## config.mk

```make
export PLATFORM = sky130hd
export DESIGN_NAME = imem_loader_flat
export DESIGN_NICKNAME = d
export VERILOG_FILES = /design/src/rtl/imem_loader_pkg.sv /design/src/rtl/imem_loader_if.sv /design/src/rtl/imem_loader_byte_packer.sv /design/src/rtl/imem_loader.sv /design/src/flat_wrapper.sv
export SDC_FILE = /design/constraint.sdc
export NUM_CORES = 1
export LEC_CHECK = 0
export ABC_AREA = 1
export CAP_MARGIN = 10
export CORE_ASPECT_RATIO = 1.1
export CORE_MARGIN = 10
export CORE_UTILIZATION = 55
export DETAILED_ROUTE_END_ITERATION = 6
export GPL_ROUTABILITY_DRIVEN = 0
export PLACE_DENSITY = 0.84
export SLEW_MARGIN = 20
export SYNTH_ARGS = -nofsm -noshare
export SYNTH_HDL_FRONTEND = slang
export SYNTH_SLANG_ARGS = --single-unit
```

## constraint.sdc

```tcl
create_clock -name i_clock -period 7.22 [get_ports i_clock]
set_clock_uncertainty 0.05 [all_clocks]
set_input_delay 1.444 -clock i_clock [delete_from_list [all_inputs] [get_ports i_clock]]
set_output_delay 1.444 -clock i_clock [all_outputs]
set_load 0.03 [all_outputs]
```

## src/rtl/imem_loader_pkg.sv

```systemverilog
// Shared types and constants for the instruction-memory loader.
// State encoding is fixed so it reads the same in waveforms across builds.
package imem_loader_pkg;

    typedef enum logic [2:0] {
        IDLE  = 3'd0,
        RECV  = 3'd1,
        WRITE = 3'd2,
        CHECK = 3'd3,
        DONE  = 3'd4,
        ERROR = 3'd5
    } state_t;

    localparam logic [1:0] BYTE_IDX_FIRST = 2'd0;   // lands in [31:24]
    localparam logic [1:0] BYTE_IDX_LAST  = 2'd3;   // lands in [7:0]
    localparam int         WORD_BYTES     = 4;

endpackage

```

## src/rtl/imem_loader_if.sv

```systemverilog
// Byte source, memory write port and status bundle for imem_loader.
// The loader drives through the master modport; the environment uses slave.
interface imem_loader_if #(
    parameter int ADDR_W = 16
) ();
    logic              i_start;
    logic [15:0]       i_num_words;
    logic              i_byte_valid;
    logic [7:0]        i_byte_data;
    logic              o_byte_ready;
    logic              o_mem_we;
    logic [ADDR_W-1:0] o_mem_addr;
    logic [31:0]       o_mem_data;
    logic              o_cpu_hold;
    logic              o_busy;
    logic              o_done;
    logic              o_error;
    logic [15:0]       o_words_loaded;

    modport master (
        input  i_start, i_num_words, i_byte_valid, i_byte_data,
        output o_byte_ready, o_mem_we, o_mem_addr, o_mem_data,
        output o_cpu_hold, o_busy, o_done, o_error, o_words_loaded
    );

    modport slave (
        output i_start, i_num_words, i_byte_valid, i_byte_data,
        input  o_byte_ready, o_mem_we, o_mem_addr, o_mem_data,
        input  o_cpu_hold, o_busy, o_done, o_error, o_words_loaded
    );
endinterface

```

## src/rtl/imem_loader_byte_packer.sv

```systemverilog
// Big-endian byte packer: first byte of each group ends up in bits [31:24].
// o_word is the completed word, valid only while o_word_full is high.
module byte_packer
    import imem_loader_pkg::*;
(
    input  logic        i_clock,
    input  logic        i_reset,
    input  logic        i_clear,
    input  logic        i_accept,
    input  logic [7:0]  i_byte,
    output logic [31:0] o_word,
    output logic        o_word_full
);
    logic [1:0]  r_idx;
    logic [23:0] r_shift;

    assign o_word_full = i_accept && (r_idx == BYTE_IDX_LAST);
    assign o_word      = {r_shift, i_byte};

    always_ff @(posedge i_clock or posedge i_reset) begin
        if (i_reset) begin
            r_idx   <= BYTE_IDX_FIRST;
            r_shift <= '0;
        end else if (i_clear) begin
            r_idx   <= BYTE_IDX_FIRST;
        end else if (i_accept) begin
            r_idx   <= r_idx + 2'd1;
            r_shift <= {r_shift[15:0], i_byte};
        end
    end
endmodule

```

## src/rtl/imem_loader.sv

```systemverilog
// Streams bytes into instruction memory as 32-bit words while holding the CPU.
// Define IMEM_LOADER_CHECKSUM_EN to require a trailing XOR checksum byte.
module imem_loader
    import imem_loader_pkg::*;
#(
    parameter int ADDR_W    = 16,
    parameter int BASE_ADDR = 0,
    parameter int MAX_WORDS = 256
) (
    input  logic          i_clock,
    input  logic          i_reset,
    imem_loader_if.master bus
);
    localparam logic [15:0]       MAX_N = 16'(MAX_WORDS);
    localparam logic [ADDR_W-1:0] BASE  = ADDR_W'(BASE_ADDR);

    state_t            r_state, w_next;
    logic [15:0]       r_num, r_words;
    logic [ADDR_W-1:0] r_addr;
    logic [31:0]       r_data;
    logic [15:0]       w_num_clamped;
    logic              w_start, w_accept, w_ready, w_last, w_word_full;
    logic [31:0]       w_word;

    assign w_num_clamped = (bus.i_num_words > MAX_N) ? MAX_N : bus.i_num_words;
    assign w_start  = bus.i_start &&
                      (r_state == IDLE || r_state == DONE || r_state == ERROR);
    assign w_accept = (r_state == RECV) && bus.i_byte_valid;
    assign w_last   = (r_words + 16'd1) == r_num;

`ifdef IMEM_LOADER_CHECKSUM_EN
    localparam state_t S_AFTER_LAST = CHECK;
    logic [7:0] r_csum;

    always_ff @(posedge i_clock or posedge i_reset) begin
        if (i_reset)       r_csum <= '0;
        else if (w_start)  r_csum <= '0;
        else if (w_accept) r_csum <= r_csum ^ bus.i_byte_data;
    end

    assign w_ready     = (r_state == RECV) || (r_state == CHECK);
    assign bus.o_error = (r_state == ERROR);
`else
    localparam state_t S_AFTER_LAST = DONE;
    assign w_ready     = (r_state == RECV);
    assign bus.o_error = 1'b0;
`endif

    byte_packer u_packer (
        .i_clock     (i_clock),
        .i_reset     (i_reset),
        .i_clear     (w_start),
        .i_accept    (w_accept),
        .i_byte      (bus.i_byte_data),
        .o_word      (w_word),
        .o_word_full (w_word_full)
    );

    always_comb begin
        w_next = r_state;
        case (r_state)
            IDLE, DONE, ERROR:
                if (w_start) w_next = (w_num_clamped == 16'd0) ? S_AFTER_LAST : RECV;
            RECV:
                if (w_word_full) w_next = WRITE;
            WRITE:
                w_next = w_last ? S_AFTER_LAST : RECV;
`ifdef IMEM_LOADER_CHECKSUM_EN
            CHECK:
                if (bus.i_byte_valid) w_next = (bus.i_byte_data == r_csum) ? DONE : ERROR;
`endif
            default:
                w_next = IDLE;
        endcase
    end

    always_ff @(posedge i_clock or posedge i_reset) begin
        if (i_reset) begin
            r_state <= IDLE;
            r_num   <= '0;
            r_words <= '0;
            r_addr  <= BASE;
            r_data  <= '0;
        end else begin
            r_state <= w_next;
            if (w_start) begin
                r_num   <= w_num_clamped;
                r_words <= '0;
                r_addr  <= BASE;
            end else if (r_state == WRITE) begin
                r_addr  <= r_addr + ADDR_W'(WORD_BYTES);
                r_words <= r_words + 16'd1;
            end
            // latch the whole word so mem_data stays steady while the next one fills
            if (w_word_full) r_data <= w_word;
        end
    end

    assign bus.o_byte_ready   = w_ready;
    assign bus.o_mem_we       = (r_state == WRITE);
    assign bus.o_mem_addr     = r_addr;
    assign bus.o_mem_data     = r_data;
    assign bus.o_busy         = (r_state == RECV) || (r_state == WRITE) || (r_state == CHECK);
    assign bus.o_cpu_hold     = bus.o_busy;
    assign bus.o_done         = (r_state == DONE);
    assign bus.o_words_loaded = r_words;
endmodule

```

## src/flat_wrapper.sv

```systemverilog
// flat-port wrapper written by rule: the top's interface ports become plain ports
module imem_loader_flat import imem_loader_pkg::*;
#(
    parameter int ADDR_W    = 16,
    parameter int BASE_ADDR = 0,
    parameter int MAX_WORDS = 256
)
  (i_clock, i_reset, bus_i_start, bus_i_num_words, bus_i_byte_valid, bus_i_byte_data, bus_o_byte_ready, bus_o_mem_we, bus_o_mem_addr, bus_o_mem_data, bus_o_cpu_hold, bus_o_busy, bus_o_done, bus_o_error, bus_o_words_loaded);
  imem_loader_if #(.ADDR_W(ADDR_W)) bus_i ();
  input  logic i_clock;
  input  logic i_reset;
  input wire logic [$bits(bus_i.i_start)-1:0] bus_i_start;
  input wire logic [$bits(bus_i.i_num_words)-1:0] bus_i_num_words;
  input wire logic [$bits(bus_i.i_byte_valid)-1:0] bus_i_byte_valid;
  input wire logic [$bits(bus_i.i_byte_data)-1:0] bus_i_byte_data;
  output wire logic [$bits(bus_i.o_byte_ready)-1:0] bus_o_byte_ready;
  output wire logic [$bits(bus_i.o_mem_we)-1:0] bus_o_mem_we;
  output wire logic [$bits(bus_i.o_mem_addr)-1:0] bus_o_mem_addr;
  output wire logic [$bits(bus_i.o_mem_data)-1:0] bus_o_mem_data;
  output wire logic [$bits(bus_i.o_cpu_hold)-1:0] bus_o_cpu_hold;
  output wire logic [$bits(bus_i.o_busy)-1:0] bus_o_busy;
  output wire logic [$bits(bus_i.o_done)-1:0] bus_o_done;
  output wire logic [$bits(bus_i.o_error)-1:0] bus_o_error;
  output wire logic [$bits(bus_i.o_words_loaded)-1:0] bus_o_words_loaded;
  assign bus_i.i_start = bus_i_start;
  assign bus_i.i_num_words = bus_i_num_words;
  assign bus_i.i_byte_valid = bus_i_byte_valid;
  assign bus_i.i_byte_data = bus_i_byte_data;
  assign bus_o_byte_ready = bus_i.o_byte_ready;
  assign bus_o_mem_we = bus_i.o_mem_we;
  assign bus_o_mem_addr = bus_i.o_mem_addr;
  assign bus_o_mem_data = bus_i.o_mem_data;
  assign bus_o_cpu_hold = bus_i.o_cpu_hold;
  assign bus_o_busy = bus_i.o_busy;
  assign bus_o_done = bus_i.o_done;
  assign bus_o_error = bus_i.o_error;
  assign bus_o_words_loaded = bus_i.o_words_loaded;
  imem_loader #(.ADDR_W(ADDR_W), .BASE_ADDR(BASE_ADDR), .MAX_WORDS(MAX_WORDS)) u_core (.i_clock(i_clock), .i_reset(i_reset), .bus(bus_i));
endmodule
```

**Word-level counts from Yosys, hierarchy flattened**

Index checks and enable logic that the tools add are counted.

- Flip-flop bits (word level): 109
- Output and inout port bits: 70
- Word-level logic and storage cells: 47

- $add $sub $neg: 3
- $lt $le $gt $ge: 1
- Eq/ne operators: 9
- Mux-type cells: 12
- Bitwise gates (word level): 1
- Reduce and logical (&&, ||, !) cells: 14

Operators by type and width:

| kind | count |
|---|---|
| 2-to-1 mux 16 bit | 5 |
| adder 16 x 1 -> 16 bit (second input constant) | 1 |
| adder 16 x 3 -> 16 bit (second input constant) | 1 |
| == test 16 bit | 1 |
| greater-than comparator 16 x 9 -> 1 bit (second input constant) | 1 |
| zero test 16 bit | 1 |
| 2-to-1 mux 3 bit | 4 |
| one-hot mux 3 bit (3 select lines) | 1 |
| == test 3 x 2 -> 1 bit (second input constant) | 2 |
| == test 3 bit (second input constant) | 2 |
| logical OR 1 bit | 4 |
| 2-to-1 mux 2 bit | 2 |
| AND reduction 2 bit | 2 |
| nonzero test 2 bit | 2 |
| == test 3 x 1 -> 1 bit (second input constant) | 1 |
| logical AND 1 bit | 3 |
| zero test 3 bit | 1 |
| OR reduction 3 bit | 1 |
| adder 2 x 1 -> 2 bit (second input constant) | 1 |
| == test 2 bit (second input constant) | 1 |
| inequality test 2 x 1 -> 1 bit (second input constant) | 1 |
| inequality test 2 bit (second input constant) | 1 |
| NOT 1 bit | 1 |

**Logic depth before layout (Yosys ltp)**

Gate-level depths: netlist of the first run.

- Depth in word-level cells: 6
- Gate-level depth with buffers: 16

**By module**

From an unflattened synthesis of the first run, not the netlist that was laid out.

- Cells, all modules: 675
- Area, all modules: 5251.3 um^2

Modules (own cells, without submodules):

| module | times used | cells an instance | area an instance (um^2) | sequential area each (um^2) |
|---|---|---|---|---|
| imem_loader | 1 | 548 | 4119.0 | 2026.9 |
| byte_packer | 1 | 127 | 1132.3 | 650.6 |

**Least setup slack after synthesis of the first run**

OpenSTA, ideal clock, no wires.

- Path kind: register to output
- Start point: register u_core.r_state[0]
- End point: output port bus_o_cpu_hold
- Data arrival time: 1265 ps
- Data required time: 5726 ps
- Setup slack: 4461 ps
- Cell stages (with the launch flop): 4
- Path buffers: 1
- Path through: dfrtp_1 > inv_1 > a21oi_1 > buf_4

- Longest elaborated chain between the ends: 3
- Elaborated cells on any way between the ends: 5
- Those cells by class: eq/ne: 3; reduce/logical: 2

Ends and longest elaborated chain:

| element | line | RTL |
|---|---|---|
| start, declared | imem_loader.sv:17 | `state_t r_state, w_next;` |
| start signal, assigned | imem_loader.sv:85 | `r_state <= w_next;` |
| == test 3 x 1 -> 1 bit or == test 3 x 2 -> 1 bit (tied branches) | imem_loader.sv:103 | `assign bus.o_busy = (r_state == RECV) \|\| (r_state == WRITE) \|\| (r_state == CHECK);` |
| logical OR 1 bit | imem_loader.sv:103 |  |
| logical OR 1 bit * | imem_loader.sv:103 |  |
| end, declared | flat_wrapper.sv:20 | `output wire logic [$bits(bus_i.o_cpu_hold)-1:0] bus_o_cpu_hold;` |

Mark *: on every way between the ends. The rest lies on a longest branch, timed or not.

**Final worst setup path of the first run**

- Start point: register u_core.r_state[0]
- End point: output port bus_o_mem_we

- Longest elaborated chain between the ends: 1

Ends and longest elaborated chain:

| element | line | RTL |
|---|---|---|
| == test 3 x 2 -> 1 bit | imem_loader.sv:100 | `assign bus.o_mem_we = (r_state == WRITE);` |
| end, declared | flat_wrapper.sv:17 | `output wire logic [$bits(bus_i.o_mem_we)-1:0] bus_o_mem_we;` |

Every way passes these cells.

==> impl_metrics.csv, run 1 <==
group,metric,value,unit
power_and_ir_drop,internal_power,1.11,mW
die,rows,36,
final_layout,fin_nets,746,
final_layout,drive_gt1_share,4.44,%
route,antenna_left,0,
power_and_ir_drop,p_leak,2.91,nW
worst_hold_path,hp-class,"reg2reg",
clock_tree,worstSkewPairLatency,0.37,ns
yosys,synth-seq-cells,107,
power_and_ir_drop,p_clk_share,19.8,%
clock_tree,ctsHtreeMaxLevel,3,
worst_setup_path,ff2ff_path_depth,8,
sta,max_freq,264,MHz
power_and_ir_drop,combPwrFrac,34.8,%
final_layout,fillers,681,
worst_setup_path,path_class,"reg2out",
sta,slew_violations,0,
sta,slew_headroom,36.3,%
grt,overflow,0,
grt,grt_pass1_wl,20500,um
die,die_h,120,um
sta,tightestPinTransition,0.955,ns
yosys,netlist_instances,628,
route,avgViaCountPerCell,5.30,
yosys,synth.distinct_cells,27,
worst_setup_path,end_kind,"output pin",
die,die-area,13300,um^2
power_and_ir_drop,swShare,39.3,%
yosys,syn_area,4990,um^2
route,wl,12000,um
clock_tree,numCtsBuffers,9,
final_layout,mostFrequentLayoutCells,"nand2_1 (189), dfrtp_1 (107), clkdlybuf4s50_1 (94)",
worst_setup_path,rr_endpoint,"u_core.bus.o_words_loaded[3]",
worst_setup_path,r2r_start,"u_core.r_state[0]",
die,core,8870,um^2
worst_setup_path,cp-start-kind,"flip-flop",
die,start_util,56.3,%
worst_setup_path,crit_slowest_cell,"clkdlybuf4s50_1",
clock_tree,cts_resized,0,
route,vias,4420,
clock_tree,cts-root-buf,"clkbuf_8",
yosys,synth_area_leaders,"dfrtp_1 (54%), nand2_1 (14%), o21ai_0 (7.2%), inv_1 (6.8%), nand3_1 (5.1%)",
worst_setup_path,cp_max_fo,17,
place,io_buffers,94,
sta,fin_tns_setup,0,ns
yosys,ys.flop_type,"dfrtp_1",
yosys,synth_seq_area_share,53.6,%
grt,grt_max_degree,77,
route,drc,0,
sta,fin_crit,3.78,ns
worst_setup_path,rrSetupSlack,4.39,ns
die,ios,98,
sta,fin_crit_sh,52.4,%
power_and_ir_drop,ir_drop,0.265,mV
final_layout,area_growth,24.2,%
final_layout,antenna_cells,0,
power_and_ir_drop,power_density,296,nW/um^2
status,status,"finished clean",
flow_run,cap_violations,0,
route,wire_per_inst,14.4,um
route,drtPass1Iterations,7,
die,fp.dieW,111,um
yosys,yosys_warnings,0,
clock_tree,clockBufferDepth,2,
grt,grt_usage,18.0,%
clock_tree,cts-hold-fix-buffers,0,
grt,grt_pass1_vias,4365,
yosys,syn_avg_cell_area,7.95,um^2
yosys,synth_edf_count,0,
worst_setup_path,crit_required,5.73,ns
worst_setup_path,crit_path_start,"u_core.r_state[0]",
yosys,synth_largest_area_cell,"dfrtp_1",
worst_setup_path,critPathMaxStageDelay,0.82,ns
sta,finalHoldViolations,0,
worst_setup_path,crit_chain,"nor3_4 -> clkdlybuf4s50_1",
worst_setup_path,crit_path_end,"bus_o_mem_we",
power_and_ir_drop,p_switching,722,uW
clock_tree,clock-sinks,107,
worst_setup_path,worstPathArrival,2.29,ns
worst_hold_path,min_path_cells,2,
route,drt_iter0_markers,306,
clock_tree,path_clk_slew,0.10,ns
power_and_ir_drop,seqPwrFrac,45.3,%
sta,rsz0062_at_grt,"false",
sta,setup_violations,0,
clock_tree,cts_tree,"done",
final_layout,postLayoutCoreUtil,69.9,%
clock_tree,cts_setup_buffers,0,
place,dp_hpwl,8860,um
yosys,yosysTopAreaCellShare,53.6,%
yosys,async_reset_ff_share,100,%
grt,antenna_found_initial,0,
final_layout,final_common_cell,"nand2_1",
worst min path at each step:
| stage | from | end |
|---|---|---|
| finish | u_core.u_packer.r_shift[20] | u_core.bus.o_mem_data[28] |
| global route | u_core.u_packer.r_shift[20] | u_core.bus.o_mem_data[28] |
| floorplan | u_core.u_packer.r_shift[16] | u_core.bus.o_mem_data[24] |
| CTS | u_core.u_packer.r_shift[23] | u_core.bus.o_mem_data[31] |
| detailed placement | u_core.u_packer.r_shift[21] | u_core.bus.o_mem_data[29] |
| global placement | u_core.u_packer.r_shift[21] | u_core.bus.o_mem_data[29] |
worst max-delay path, delay by kind of cell, from the launching register on:
family	cells	cell delay, ns
simple gates	1	0.64
buf+inv	1	0.82
flops	1	0.46
metrics by stage:
stage | instance area, um^2 | hold slack (ns) | std cells | setup WS, ns | total power, mW
floorplan | 5000 | 0.392 | 630 | 2.91 | 1.22
global placement | 6000 | 0.403 | 818 | 3.43 | 1.46
detailed placement | 6000 | 0.409 | 818 | 3.28 | 1.49
CTS | 6200 | 0.439 | 834 | 3.44 | 1.85
global route | 6200 | 0.459 | 834 | 3.32 | 1.95
finish | 6200 | 0.434 | 834 | 3.44 | 1.84
sequential cells by signal (all words and copies together) (netlist names):
register	count
u_core.bus.o_mem_addr	14
u_core.bus.o_mem_data	32
u_core.bus.o_words_loaded	16
u_core.r_num	16
u_core.r_state	3
u_core.u_packer.r_idx	2
u_core.u_packer.r_shift	24
metal layers:
metal / vias to the layer above / wire length, um / track usage [%]
met1: 2093 / 4760 / 20.4
li1: 2170 / - / -
met2: 137 / 6210 / 32.6
met4: 0 / 206 / 6.68
met3: 20 / 810 / 3.94
met5: - / 0 / 0
cells in the mapped netlist (2+ instances only):
library cell,n
nand3b_1,3
buf_2,3
buf_4,5
ha_1,3
nand3_1,51
nand2_1,189
dfrtp_1,107
o22ai_1,14
nor2_2,6
nand4_1,12
o21ai_0,72
a21oi_1,11
nor3b_1,2
nor2_1,31
clkbuf_1,13
nor3_1,6
inv_1,90
logic make-up (layout without fill, tap and decap cells):
kind of cell / Yosys count / in the layout / synth area share [%]
AO/OA/AOI/OAI: 97 / 97 / 10.1
adder cells (fa/ha/maj): 3 / 3 / 0.752
buffers and inverters: 114 / 204 / 9.02
flip-flops: 107 / 107 / 53.6
other: 1 / 3 / 0.0751
AND/OR/NAND/NOR: 306 / 306 / 26.5
layout make-up:
| type | instances | area (um^2) | area share [%] |
|---|---|---|---|
| Clock inverter | 7 | 76.3 | 1.23 |
| Timing Repair Buffer | 96 | 956 | 15.4 |
| Sequential cell | 107 | 2680 | 43.2 |
| Multi-Input combinational cell | 409 | 1880 | 30.3 |
| Clock buffer | 9 | 124 | 2.00 |
| Inverter | 92 | 348 | 5.61 |
| Tap cell | 114 | 143 | 2.30 |
power groups by stage:
stage	clock network, mW	logic, mW	registers, mW
4_1_cts	0.371	0.649	0.833
5_1_grt	0.396	0.706	0.850
2_1_floorplan	0	0.261	0.962
6_report	0.364	0.639	0.832
3_3_place_gp	0	0.627	0.836
3_5_place_dp	0	0.645	0.842
Power figures use the tool's default switching activity.
==> run 2, diff against run 1 <==
--- a/config.mk
+++ b/config.mk
@@ -9,10 +9,10 @@
 export CAP_MARGIN = 10
 export CORE_ASPECT_RATIO = 1.1
 export CORE_MARGIN = 10
-export CORE_UTILIZATION = 55
+export CORE_UTILIZATION = 47
 export DETAILED_ROUTE_END_ITERATION = 6
 export GPL_ROUTABILITY_DRIVEN = 0
-export PLACE_DENSITY = 0.84
+export PLACE_DENSITY = 0.77
 export SLEW_MARGIN = 20
 export SYNTH_ARGS = -nofsm -noshare
 export SYNTH_HDL_FRONTEND = slang
==> constraint.sdc (replaced) <==
create_clock -name i_clock -period 3 [get_ports i_clock]
set_clock_uncertainty 0.05 [all_clocks]
set_input_delay 0.6 -clock i_clock [delete_from_list [all_inputs] [get_ports i_clock]]
set_output_delay 0.6 -clock i_clock [all_outputs]
set_load 0.03 [all_outputs]
==> run 2 against run 1 <==
Compared with the run above:
- largest cell class unchanged
- highest routed layer unchanged
- worst hold slack worse by 0.0056 ns
- die area grew 14%
- total power rose to 2.6 times the previous value
==> impl_metrics.csv, run 2 (same netlist as run 1, synthesis figures left out) <==
group,metric,value,unit
worst_setup_path,crit_slowest_cell,"clkdlybuf4s50_1",
clock_tree,ctsHtreeMaxLevel,3,
final_layout,multi_input_area,1880,um^2
power_and_ir_drop,combPwrFrac,33.1,%
final_layout,final-seq-area,2680,um^2
place,dp_hpwl,9220,um
worst_setup_path,worstPathArrival,2.01,ns
route,drt_iter0_markers,306,
sta,tightestPinTransition,0.848,ns
flow_run,cap_violations,0,
clock_tree,cts_tree,"done",
final_layout,drive_gt1_share,5.36,%
final_layout,postLayoutCellArea,6440,um^2
worst_setup_path,path_class,"reg2out",
power_and_ir_drop,p_switching,1.82,mW
clock_tree,clockBufferDepth,2,
worst_setup_path,crit_required,2.35,ns
grt,grt_pass1_vias,4314,
die,fp.dieW,118,um
power_and_ir_drop,power_density,744,nW/um^2
clock_tree,cts-hold-fix-buffers,0,
power_and_ir_drop,seqPwrFrac,41.7,%
final_layout,fillers,906,
route,drc,0,
power_and_ir_drop,p_clk_share,25.2,%
route,drtPass1Iterations,7,
power_and_ir_drop,ir_drop,0.652,mV
sta,fin_tns_setup,0,ns
grt,busiest_layer,"met2",
route,vias,4385,
grt,grt_max_degree,57,
worst_hold_path,hp-class,"reg2reg",
route,wl,12800,um
final_layout,final_common_cell,"nand2_1",
grt,grt_usage,16.9,%
sta,setup_violations,0,
worst_setup_path,cp_max_fo,4,
sta,rsz0062_at_grt,"false",
worst_setup_path,crit_chain,"inv_1 -> nor2_1 -> nand2_1 -> inv_1 -> clkdlybuf4s50_1",
route,avgViaCountPerCell,5.04,
clock_tree,numCtsBuffers,9,
worst_setup_path,critPathMaxStageDelay,0.72,ns
die,start_util,48.0,%
grt,grt_util_met1,18.4,%
grt,met3_usage,5.24,%
place,io_buffers,94,
grt,overflow,0,
sta,slew_headroom,43.4,%
grt,antenna_found_initial,0,
sta,fin_crit_sh,88.6,%
sta,slew_violations,0,
final_layout,area_growth,29.0,%
die,core,10400,um^2
route,wire_per_inst,14.7,um
place,placed_cell_area,6130,um^2
worst_setup_path,end_kind,"output pin",
grt,use_met2,29.9,%
final_layout,largest_reg_flops,32,
die,ios,98,
sta,finalHoldViolations,0,
sta,fin_crit,2.66,ns
clock_tree,path_clk_slew,0.08,ns
power_and_ir_drop,p_leak,2.99,nW
clock_tree,cts_resized,0,
final_layout,fin_nets,753,
worst_setup_path,crit_top_cell,"inv_1",
clock_tree,clock-sinks,107,
clock_tree,cts_setup_buffers,0,
final_layout,antenna_cells,0,
status,status,"finished clean",
sta,max_freq,376,MHz
die,die_h,128,um
final_layout,mostFrequentLayoutCells,"nand2_1 (189), dfrtp_1 (107), clkdlybuf4s50_1 (94)",
clock_tree,cts-root-buf,"clkbuf_16",
clock_tree,worstSkewPairLatency,0.36,ns
power_and_ir_drop,swShare,38.1,%
die,die-area,15200,um^2
worst_setup_path,cp-start-kind,"flip-flop",
power_and_ir_drop,internal_power,2.97,mW
grt,grt_pass1_wl,21100,um
die,rows,39,
route,antenna_left,0,
## run 2: cell count changes in the layout (fill, tap and decap cells not counted), moves of 2 or more
cell	change
buf_12	+3
clkbuf_8	-9
buf_4	+4
clkinvlp_4	+2
inv_6	-4
clkbuf_16	+9
## run 2: layout make-up
| class | count | share of cell area (%) |
|---|---|---|
| Multi-Input combinational cell | 409 | 29.2 |
| Inverter | 92 | 5.42 |
| Clock buffer | 9 | 3.50 |
| Sequential cell | 107 | 41.6 |
| Clock inverter | 7 | 1.32 |
| Timing Repair Buffer | 103 | 16.2 |
| Tap cell | 143 | 2.78 |
## run 2: power by group through the flow
stage | Clock, mW | Combinational [mW] | Sequential, mW
2_1_floorplan | 0 | 0.629 | 2.32
3_3_place_gp | 0 | 1.56 | 2.00
3_5_place_dp | 0 | 1.60 | 2.01
4_1_cts | 1.23 | 1.61 | 2.00
5_1_grt | 1.29 | 1.74 | 2.04
6_report | 1.21 | 1.59 | 2.00
## run 2: through the flow
step | std cells | worst slack (ns) | total power [mW] | utilization (%) | hold slack [ns]
after floorplan | 630 | 0.979 | 2.95 | - | 0.392
after global placement | 854 | 0.721 | 3.55 | 59.0 | 0.406
after detailed placement | 854 | 0.603 | 3.61 | 59.0 | 0.408
after CTS | 870 | 0.331 | 4.84 | 62.0 | 0.430
after global routing | 870 | 0.240 | 5.07 | 62.0 | 0.458
final | 870 | 0.341 | 4.79 | 62.0 | 0.429
## run 2: per-layer routing
layer	vias to the layer above	routed length, um
li1	2183	-
met1	2060	5160
met2	115	6450
met3	27	840
met4	0	313
met5	-	0
## run 2: worst paths after layout
path	start	endpoint	slack [ns]	cells past startpoint
max in group asynchronous	i_reset	u_core.r_num[11]	1.56	3
hold reg to reg	u_core.u_packer.r_shift[23]	u_core.bus.o_mem_data[31]	0.43	2
min in group asynchronous	i_reset	u_core.bus.o_mem_addr[10]	0.72	2
setup / recovery	u_core.r_state[0]	bus_o_byte_ready	0.34	5
setup reg to reg	u_core.bus.o_words_loaded[0]	u_core.r_state[0]	0.73	16
hold / removal	u_core.u_packer.r_shift[23]	u_core.bus.o_mem_data[31]	0.43	2
## run 2: worst max-delay path: cells and delay by family, from the launching register on
kind                   cells  cell delay (ns)
DFF                        1             0.45
and+or+nand+nor            2             0.24
buffers and inverters      3             0.95
==> run 3, diff against run 2 <==
--- a/config.mk
+++ b/config.mk
@@ -6,6 +6,7 @@
 export NUM_CORES = 1
 export LEC_CHECK = 0
 export ABC_AREA = 1
+export ABC_CLOCK_PERIOD_IN_PS = 3000
 export CAP_MARGIN = 10
 export CORE_ASPECT_RATIO = 1.1
 export CORE_MARGIN = 10
==> results of run 3 <==
No change in the layout: final DEF, timing and power equal those of run 2.
